**src/rtl/adder_share_if.sv**
```systemverilog
// Request/response bundle for adder_share_arbiter: per-requester operand handshakes
// plus the tagged-sum response channel. The arbiter side uses the slave modport.
interface adder_share_if #(
    parameter int NUM_REQ = 4,
    parameter int DATA_W  = 8
);
    localparam int ID_W = $clog2(NUM_REQ);

    logic [NUM_REQ-1:0]        req_valid;
    logic [NUM_REQ-1:0]        req_ready;
    logic [NUM_REQ*DATA_W-1:0] req_a;
    logic [NUM_REQ*DATA_W-1:0] req_b;
    logic                      rsp_valid;
    logic                      rsp_ready;
    logic [DATA_W:0]           rsp_sum;
    logic [ID_W-1:0]           rsp_id;

    modport master (
        output req_valid, req_a, req_b, rsp_ready,
        input  req_ready, rsp_valid, rsp_sum, rsp_id
    );

    modport slave (
        input  req_valid, req_a, req_b, rsp_ready,
        output req_ready, rsp_valid, rsp_sum, rsp_id
    );
endinterface

```
**src/rtl/adder_share_arbiter.sv**
```systemverilog
// Round-robin sharing of one registered DATA_W-bit adder among NUM_REQ requesters.
// Define ADDER_ARB_ASSERT_EN to compile in simulation-only protocol assertions.
module adder_share_arbiter #(
    parameter int NUM_REQ = 4,
    parameter int DATA_W  = 8
) (
    input  logic         clk,
    input  logic         rst_n,
    adder_share_if.slave bus,
    output logic         busy,
    output logic [15:0]  done_cnt
);
    localparam int ID_W = $clog2(NUM_REQ);

    typedef enum logic [1:0] {
        IDLE = 2'd0,
        EXEC = 2'd1,
        RESP = 2'd2
    } state_t;

    state_t            state_reg;
    state_t            state_next;
    logic [ID_W-1:0]   rr_ptr_reg;
    logic [ID_W-1:0]   rr_ptr_next;
    logic [ID_W-1:0]   grant_reg;
    logic [DATA_W-1:0] a_reg;
    logic [DATA_W-1:0] b_reg;
    logic [DATA_W:0]   sum_reg;
    logic [ID_W-1:0]   id_reg;
    logic [15:0]       done_cnt_reg;

    logic [DATA_W-1:0] a_arr [NUM_REQ];
    logic [DATA_W-1:0] b_arr [NUM_REQ];
    logic [NUM_REQ-1:0] ready_vec;
    logic              grant_found;
    logic [ID_W-1:0]   grant_idx;
    logic              accept;
    logic              rsp_fire;

    // Index arithmetic modulo NUM_REQ, valid for any NUM_REQ (not only powers of two).
    function automatic logic [ID_W-1:0] wrap_idx(input int v);
        return (v >= NUM_REQ) ? ID_W'(v - NUM_REQ) : ID_W'(v);
    endfunction

    // Walk from the farthest offset down so the nearest valid index after rr_ptr wins.
    always_comb begin
        grant_found = 1'b0;
        grant_idx   = '0;
        for (int k = NUM_REQ - 1; k >= 0; k--) begin
            if (bus.req_valid[wrap_idx(int'(rr_ptr_reg) + k)]) begin
                grant_found = 1'b1;
                grant_idx   = wrap_idx(int'(rr_ptr_reg) + k);
            end
        end
    end

    // Ready is gated by rst_n so nothing looks accepted while reset is held.
    assign accept   = rst_n && (state_reg == IDLE) && grant_found;
    assign rsp_fire = (state_reg == RESP) && bus.rsp_ready;
    assign rr_ptr_next = wrap_idx(int'(grant_reg) + 1);

    for (genvar gi = 0; gi < NUM_REQ; gi++) begin : g_req
        assign a_arr[gi]     = bus.req_a[gi*DATA_W +: DATA_W];
        assign b_arr[gi]     = bus.req_b[gi*DATA_W +: DATA_W];
        assign ready_vec[gi] = accept && (grant_idx == ID_W'(gi));
    end

    assign bus.req_ready = ready_vec;
    assign bus.rsp_valid = (state_reg == RESP);
    assign bus.rsp_sum   = sum_reg;
    assign bus.rsp_id    = id_reg;
    assign busy          = (state_reg != IDLE);
    assign done_cnt      = done_cnt_reg;

    always_ff @(posedge clk or negedge rst_n) begin
        if (!rst_n) begin
            state_reg <= IDLE;
        end else begin
            state_reg <= state_next;
        end
    end

    always_comb begin
        state_next = state_reg;
        unique case (state_reg)
            IDLE:    if (grant_found) state_next = EXEC;
            EXEC:    state_next = RESP;
            RESP:    if (bus.rsp_ready) state_next = IDLE;
            default: state_next = IDLE;
        endcase
    end

    always_ff @(posedge clk or negedge rst_n) begin
        if (!rst_n) begin
            rr_ptr_reg   <= '0;
            grant_reg    <= '0;
            a_reg        <= '0;
            b_reg        <= '0;
            sum_reg      <= '0;
            id_reg       <= '0;
            done_cnt_reg <= '0;
        end else begin
            if (accept) begin
                grant_reg <= grant_idx;
                a_reg     <= a_arr[grant_idx];
                b_reg     <= b_arr[grant_idx];
            end
            if (state_reg == EXEC) begin
                sum_reg <= {1'b0, a_reg} + {1'b0, b_reg};
                id_reg  <= grant_reg;
            end
            if (rsp_fire) begin
                done_cnt_reg <= done_cnt_reg + 16'd1;
                rr_ptr_reg   <= rr_ptr_next;
            end
        end
    end

`ifdef ADDER_ARB_ASSERT_EN
    localparam logic [DATA_W:0] SUM_MAX = {{DATA_W{1'b1}}, 1'b0};

    logic            hold_reg;
    logic [DATA_W:0] sum_prev_reg;
    logic [ID_W-1:0] id_prev_reg;

    always_ff @(posedge clk or negedge rst_n) begin
        if (!rst_n) begin
            hold_reg     <= 1'b0;
            sum_prev_reg <= '0;
            id_prev_reg  <= '0;
        end else begin
            hold_reg     <= bus.rsp_valid && !bus.rsp_ready;
            sum_prev_reg <= bus.rsp_sum;
            id_prev_reg  <= bus.rsp_id;
        end
    end

    always @(posedge clk) begin
        if (rst_n) begin
            assert ($onehot0(bus.req_ready))
                else $error("req_ready not zero/one-hot: %b", bus.req_ready);
            assert (state_reg == IDLE || bus.req_ready == '0)
                else $error("req_ready high outside IDLE");
            assert (bus.rsp_sum <= SUM_MAX)
                else $error("rsp_sum out of range: %h", bus.rsp_sum);
            assert (int'(bus.rsp_id) < NUM_REQ)
                else $error("rsp_id out of range: %0d", bus.rsp_id);
            if (hold_reg) begin
                assert (bus.rsp_sum == sum_prev_reg && bus.rsp_id == id_prev_reg)
                    else $error("rsp_sum/rsp_id changed under backpressure");
            end
        end
    end
`endif

endmodule

```
**src/flat_wrapper.sv**
```systemverilog
// flat-port wrapper written by rule: the top's interface ports become plain ports
module adder_share_arbiter_flat 
#(
    parameter int NUM_REQ = 4,
    parameter int DATA_W  = 8
)
  (clk, rst_n, busy, done_cnt, bus_req_valid, bus_req_a, bus_req_b, bus_rsp_ready, bus_req_ready, bus_rsp_valid, bus_rsp_sum, bus_rsp_id);
  adder_share_if #(.NUM_REQ(NUM_REQ), .DATA_W(DATA_W)) bus_i ();
  input  logic clk;
  input  logic rst_n;
  output logic busy;
  output logic [15:0] done_cnt;
  input wire logic [$bits(bus_i.req_valid)-1:0] bus_req_valid;
  input wire logic [$bits(bus_i.req_a)-1:0] bus_req_a;
  input wire logic [$bits(bus_i.req_b)-1:0] bus_req_b;
  input wire logic [$bits(bus_i.rsp_ready)-1:0] bus_rsp_ready;
  output wire logic [$bits(bus_i.req_ready)-1:0] bus_req_ready;
  output wire logic [$bits(bus_i.rsp_valid)-1:0] bus_rsp_valid;
  output wire logic [$bits(bus_i.rsp_sum)-1:0] bus_rsp_sum;
  output wire logic [$bits(bus_i.rsp_id)-1:0] bus_rsp_id;
  assign bus_i.req_valid = bus_req_valid;
  assign bus_i.req_a = bus_req_a;
  assign bus_i.req_b = bus_req_b;
  assign bus_i.rsp_ready = bus_rsp_ready;
  assign bus_req_ready = bus_i.req_ready;
  assign bus_rsp_valid = bus_i.rsp_valid;
  assign bus_rsp_sum = bus_i.rsp_sum;
  assign bus_rsp_id = bus_i.rsp_id;
  adder_share_arbiter #(.NUM_REQ(NUM_REQ), .DATA_W(DATA_W)) u_core (.clk(clk), .rst_n(rst_n), .bus(bus_i), .busy(busy), .done_cnt(done_cnt));
endmodule
```
**config.mk**
```make
export PLATFORM = sky130hd
export DESIGN_NAME = adder_share_arbiter_flat
export DESIGN_NICKNAME = d
export VERILOG_FILES = /design/src/rtl/adder_share_if.sv /design/src/rtl/adder_share_arbiter.sv /design/src/flat_wrapper.sv
export SDC_FILE = /design/constraint.sdc
export NUM_CORES = 1
export LEC_CHECK = 0
export CORE_MARGIN = 1.5
export CORE_UTILIZATION = 45
export DETAILED_ROUTE_END_ITERATION = 8
export GPL_TIMING_DRIVEN = 1
export PLACE_DENSITY_LB_ADDON = 0.2
export SLEW_MARGIN = 25
export SYNTH_ARGS = -nofsm -noshare
export SYNTH_HDL_FRONTEND = slang
export SYNTH_SLANG_ARGS = --single-unit
```
**constraint.sdc**
```tcl
create_clock -name clk -period 2.75 [get_ports clk]
set_clock_uncertainty 0.1 [all_clocks]
set_input_delay 0.825 -clock clk [delete_from_list [all_inputs] [get_ports clk]]
set_output_delay 0.825 -clock clk [all_outputs]
set_load 0.02 [all_outputs]
```
==> flow_metrics.py <==
metrics = {
    "cells_and_area": {
        "layout.nets": 480,
        "instances_no_fill": 477,
        "area_growth_pct": 49.01,
        "n_antenna_cell": 0,
        "multi_input_area_um2": 1648,
        "largest_reg_flops": 16,
        "design_area_um2": 4348,
        "drive_gt1_share_pct": 18.75,
        "regArea_um2": 1226,
        "fillers": 535,
    },
    "sta": {
        "min_period_ns": 2.739,
        "final_hold_viol_count": 0,
        "setup_violations": 0,
        "slew_headroom_pct": 59.81,
        "max_slew.worst_pin.slew_ns": 0.6029,
        "setup-tns-final_ns": 0,
        "hold_slack_ns": 0.3905,
        "drv_slew": 0,
        "rsz0062_at_grt": "yes",
        "fin_crit_sh_pct": 99.58,
        "fmax_ghz": 0.3652,
    },
    "clock_network": {
        "clk_latency_ns": 0.30,
        "clock-sinks": 49,
        "clock-root-buffer": "clkbuf_8",
        "numCtsBuffers": 5,
        "cts_tree": "yes",
        "path_clk_slew_ns": 0.08,
        "cts_htree_levels": 2,
        "clockBufferDepth": 2,
    },
    "drt": {
        "wl_per_cell_um": 15.25,
        "route.detailed.drc": 0,
        "avgViaCountPerCell": 5.459,
        "vias": 2604,
        "routed_wirelength_um": 7274,
        "ant_nets": 0,
        "first_pass_iters": 4,
        "drt_iter0_drc": 96,
    },
    "floorplanning": {
        "rows": 29,
        "coreArea_um2": 6314,
        "die_h_um": 83.53,
        "start_util_pct": 46.21,
        "num_io_pins": 104,
        "die_area_um2": 6976,
        "die_w_um": 83.53,
    },
    "yosys": {
        "synthArstFlopShare_pct": 100.0,
        "synth_enable_flop_cells": 0,
        "synth.distinct_cells": 41,
        "synth_fp_nets": 360,
        "synthCells": 279,
        "seq_area_frac_synth_pct": 42.02,
        "synth_area_um2": 2918,
        "yosys_warnings": 0,
        "synth-main-ff-cell": "dfrtp_1",
        "avgSynthCellArea_um2": 10.46,
        "synth_seq_cells": 49,
    },
    "pwr": {
        "ir_drop_mv": 0.7306,
        "finalPower_w": 0.003971,
        "p_per_area_nw_per_um2": 913.4,
        "leakage_nw": 1.816,
    },
    "worst_setup_path": {
        "path_class": "in2out",
        "crit_top_cell": "and3_4",
        "slowest_stage": "mux2_2",
        "cp.required_ns": 1.83,
        "path_cells": "buf_2, mux2_2, nand2_2, and3_4, and3_4, buf_6",
        "critPathArrivalTime_ns": 1.81,
        "worstSetupStartpointType": "input pin",
        "max_stage_delay_ns": 0.27,
        "cp_max_fo": 3,
        "crit_path_end_kind": "output pin",
    },
    "place": {
        "hpwl_um": 5582,
        "dp.cells": 465,
        "dpl_cell_area_um2": 4143,
        "port_buffers": 103,
        "gp_congestion": 0.7817,
    },
    "global_route": {
        "antenna_found_initial": 0,
        "grt_pass1_wl_um": 12180,
        "grt_pass1_vias": 2611,
        "grtUsageTotal_pct": 21.16,
        "overflow": 0,
        "grt_max_degree": 50,
    },
    "outcome": {
        "outcome": "complete, no violations",
    },
    "hold_path": {
        "holdCritPathClass": "reg2reg",
    },
    "job": {
        "drv_cap": 0,
    },
}
==> critical path, delay by kind of cell <==
kind | cells | cell delay, ns
mux | 1 | 0.27
simple gates | 3 | 0.48
buf+inv | 2 | 0.24
==> final timing paths <==
| kind | start | endpoint | slack, ns | depth (start not counted) |
|---|---|---|---|---|
| worst max-delay path | bus_req_valid[0] | bus_req_ready[3] | 0.01 | 6 |
| worst min-delay path | u_core.done_cnt[15] | u_core.done_cnt[15] | 0.39 | 1 |
| worst max register to register | u_core.state_reg[1] | u_core.a_reg[4] | 0.51 | 7 |
| worst min register to register | u_core.done_cnt[15] | u_core.done_cnt[15] | 0.39 | 1 |
| max in group asynchronous | rst_n | u_core.a_reg[7] | 1.54 | 2 |
| min in group asynchronous | rst_n | u_core.done_cnt[7] | 0.60 | 2 |
==> cell usage after synthesis (3+ instances only) <==
master    number  area (um2)
nand2_1       17       63.81
buf_2          3       15.01
and3_1         5       31.28
nor3_1         5       25.02
and2_1        17       106.4
nand3b_1       3       22.52
a211oi_1      15       112.6
xnor2_1       17       148.9
a21oi_1        6       30.03
a21o_1         5       37.54
nor2_1        24       90.09
nand2b_1       3       18.77
nand3_1       13       65.06
buf_4          3       22.52
mux2_2         6       67.56
o21ai_0        8       40.04
dfrtp_1       49        1226
clkbuf_1       6       22.52
mux2i_1       16       160.2
a221oi_1      10       87.58
inv_1          3       11.26
ha_1           9       112.6
a221oi_2       9       135.1
nor3b_1        6       45.04
==> layout by cell type (no fill, tap or decap), types with 3 or more instances in the layout <==
| cell type | Yosys | layout |
|---|---|---|
| nand2_1 | 17 | 15 |
| and3_4 | 0 | 3 |
| o21ai_0 | 8 | 8 |
| a221oi_1 | 10 | 10 |
| a221oi_2 | 9 | 9 |
| clkbuf_8 | 0 | 6 |
| and2_1 | 17 | 17 |
| a211oi_1 | 15 | 15 |
| nand2b_1 | 3 | 3 |
| nor2_1 | 24 | 23 |
| buf_6 | 2 | 5 |
| buf_4 | 3 | 21 |
| mux2_2 | 6 | 6 |
| nor3b_1 | 6 | 6 |
| nor3_1 | 5 | 3 |
| a21oi_1 | 6 | 4 |
| dfrtp_1 | 49 | 49 |
| nand3b_1 | 3 | 3 |
| ha_1 | 9 | 9 |
| nand3_1 | 13 | 13 |
| mux2i_1 | 16 | 16 |
| inv_1 | 3 | 3 |
| clkdlybuf4s50_1 | 0 | 94 |
| xnor2_1 | 17 | 17 |
| a21o_1 | 5 | 5 |
==> final cells by class <==
| class | count | share of cell area (%) |
|---|---|---|
| Sequential cell | 49 | 28.20 |
| Clock buffer | 6 | 1.899 |
| Clock inverter | 2 | 0.8633 |
| Timing Repair Buffer | 127 | 28.66 |
| Inverter | 3 | 0.2590 |
| Multi-Input combinational cell | 213 | 37.90 |
| Tap cell | 77 | 2.216 |
==> metal layers <==
layer | global-route usage [%] | wire [um] | vias to the layer above
li1 | - | - | 1267
met1 | 28.77 | 3329 | 1225
met3 | 5.440 | 492 | 14
met5 | 0 | 0 | -
met4 | 4.471 | 119 | 0
met2 | 34.44 | 3334 | 98
==> report_power, final <==
part / internal (W) / switching, W
Clock: 0.000296 / 0.000240
Combinational: 0.00110 / 0.00113
Sequential: 0.000999 / 0.000207
==> per-stage QoR <==
step	setup WS [ns]	utilization [%]
6_report	0.01144	68.87
5_1_grt	-0.02629	68.87
4_1_cts	0.006927	67.95
3_5_place_dp	-0.8688	65.62
3_3_place_gp	-0.8120	65.62
2_1_floorplan	-0.02350	-
==> logic make-up (layout without fill, tap and decap cells) <==
family	after synthesis	after routing	synth area share, %
adder cells (fa/ha/maj)	10	10	4.546
flip-flops	49	49	42.02
buffers and inverters	17	138	3.216
AND/OR/NAND/NOR	102	102	19.08
multiplexers	22	22	7.804
XOR/XNOR	19	19	5.703
AO/OA/AOI/OAI	60	60	17.62
==> repair_timing <==
action                                  4_1_cts  5_1_grt
gates resized for setup                      44       12
endpoints found under the setup margin        4        4
pin swaps                                     8       10
setup buffers                                 2        2
hold buffers                                  0        0
Power figures use the tool's default switching activity.
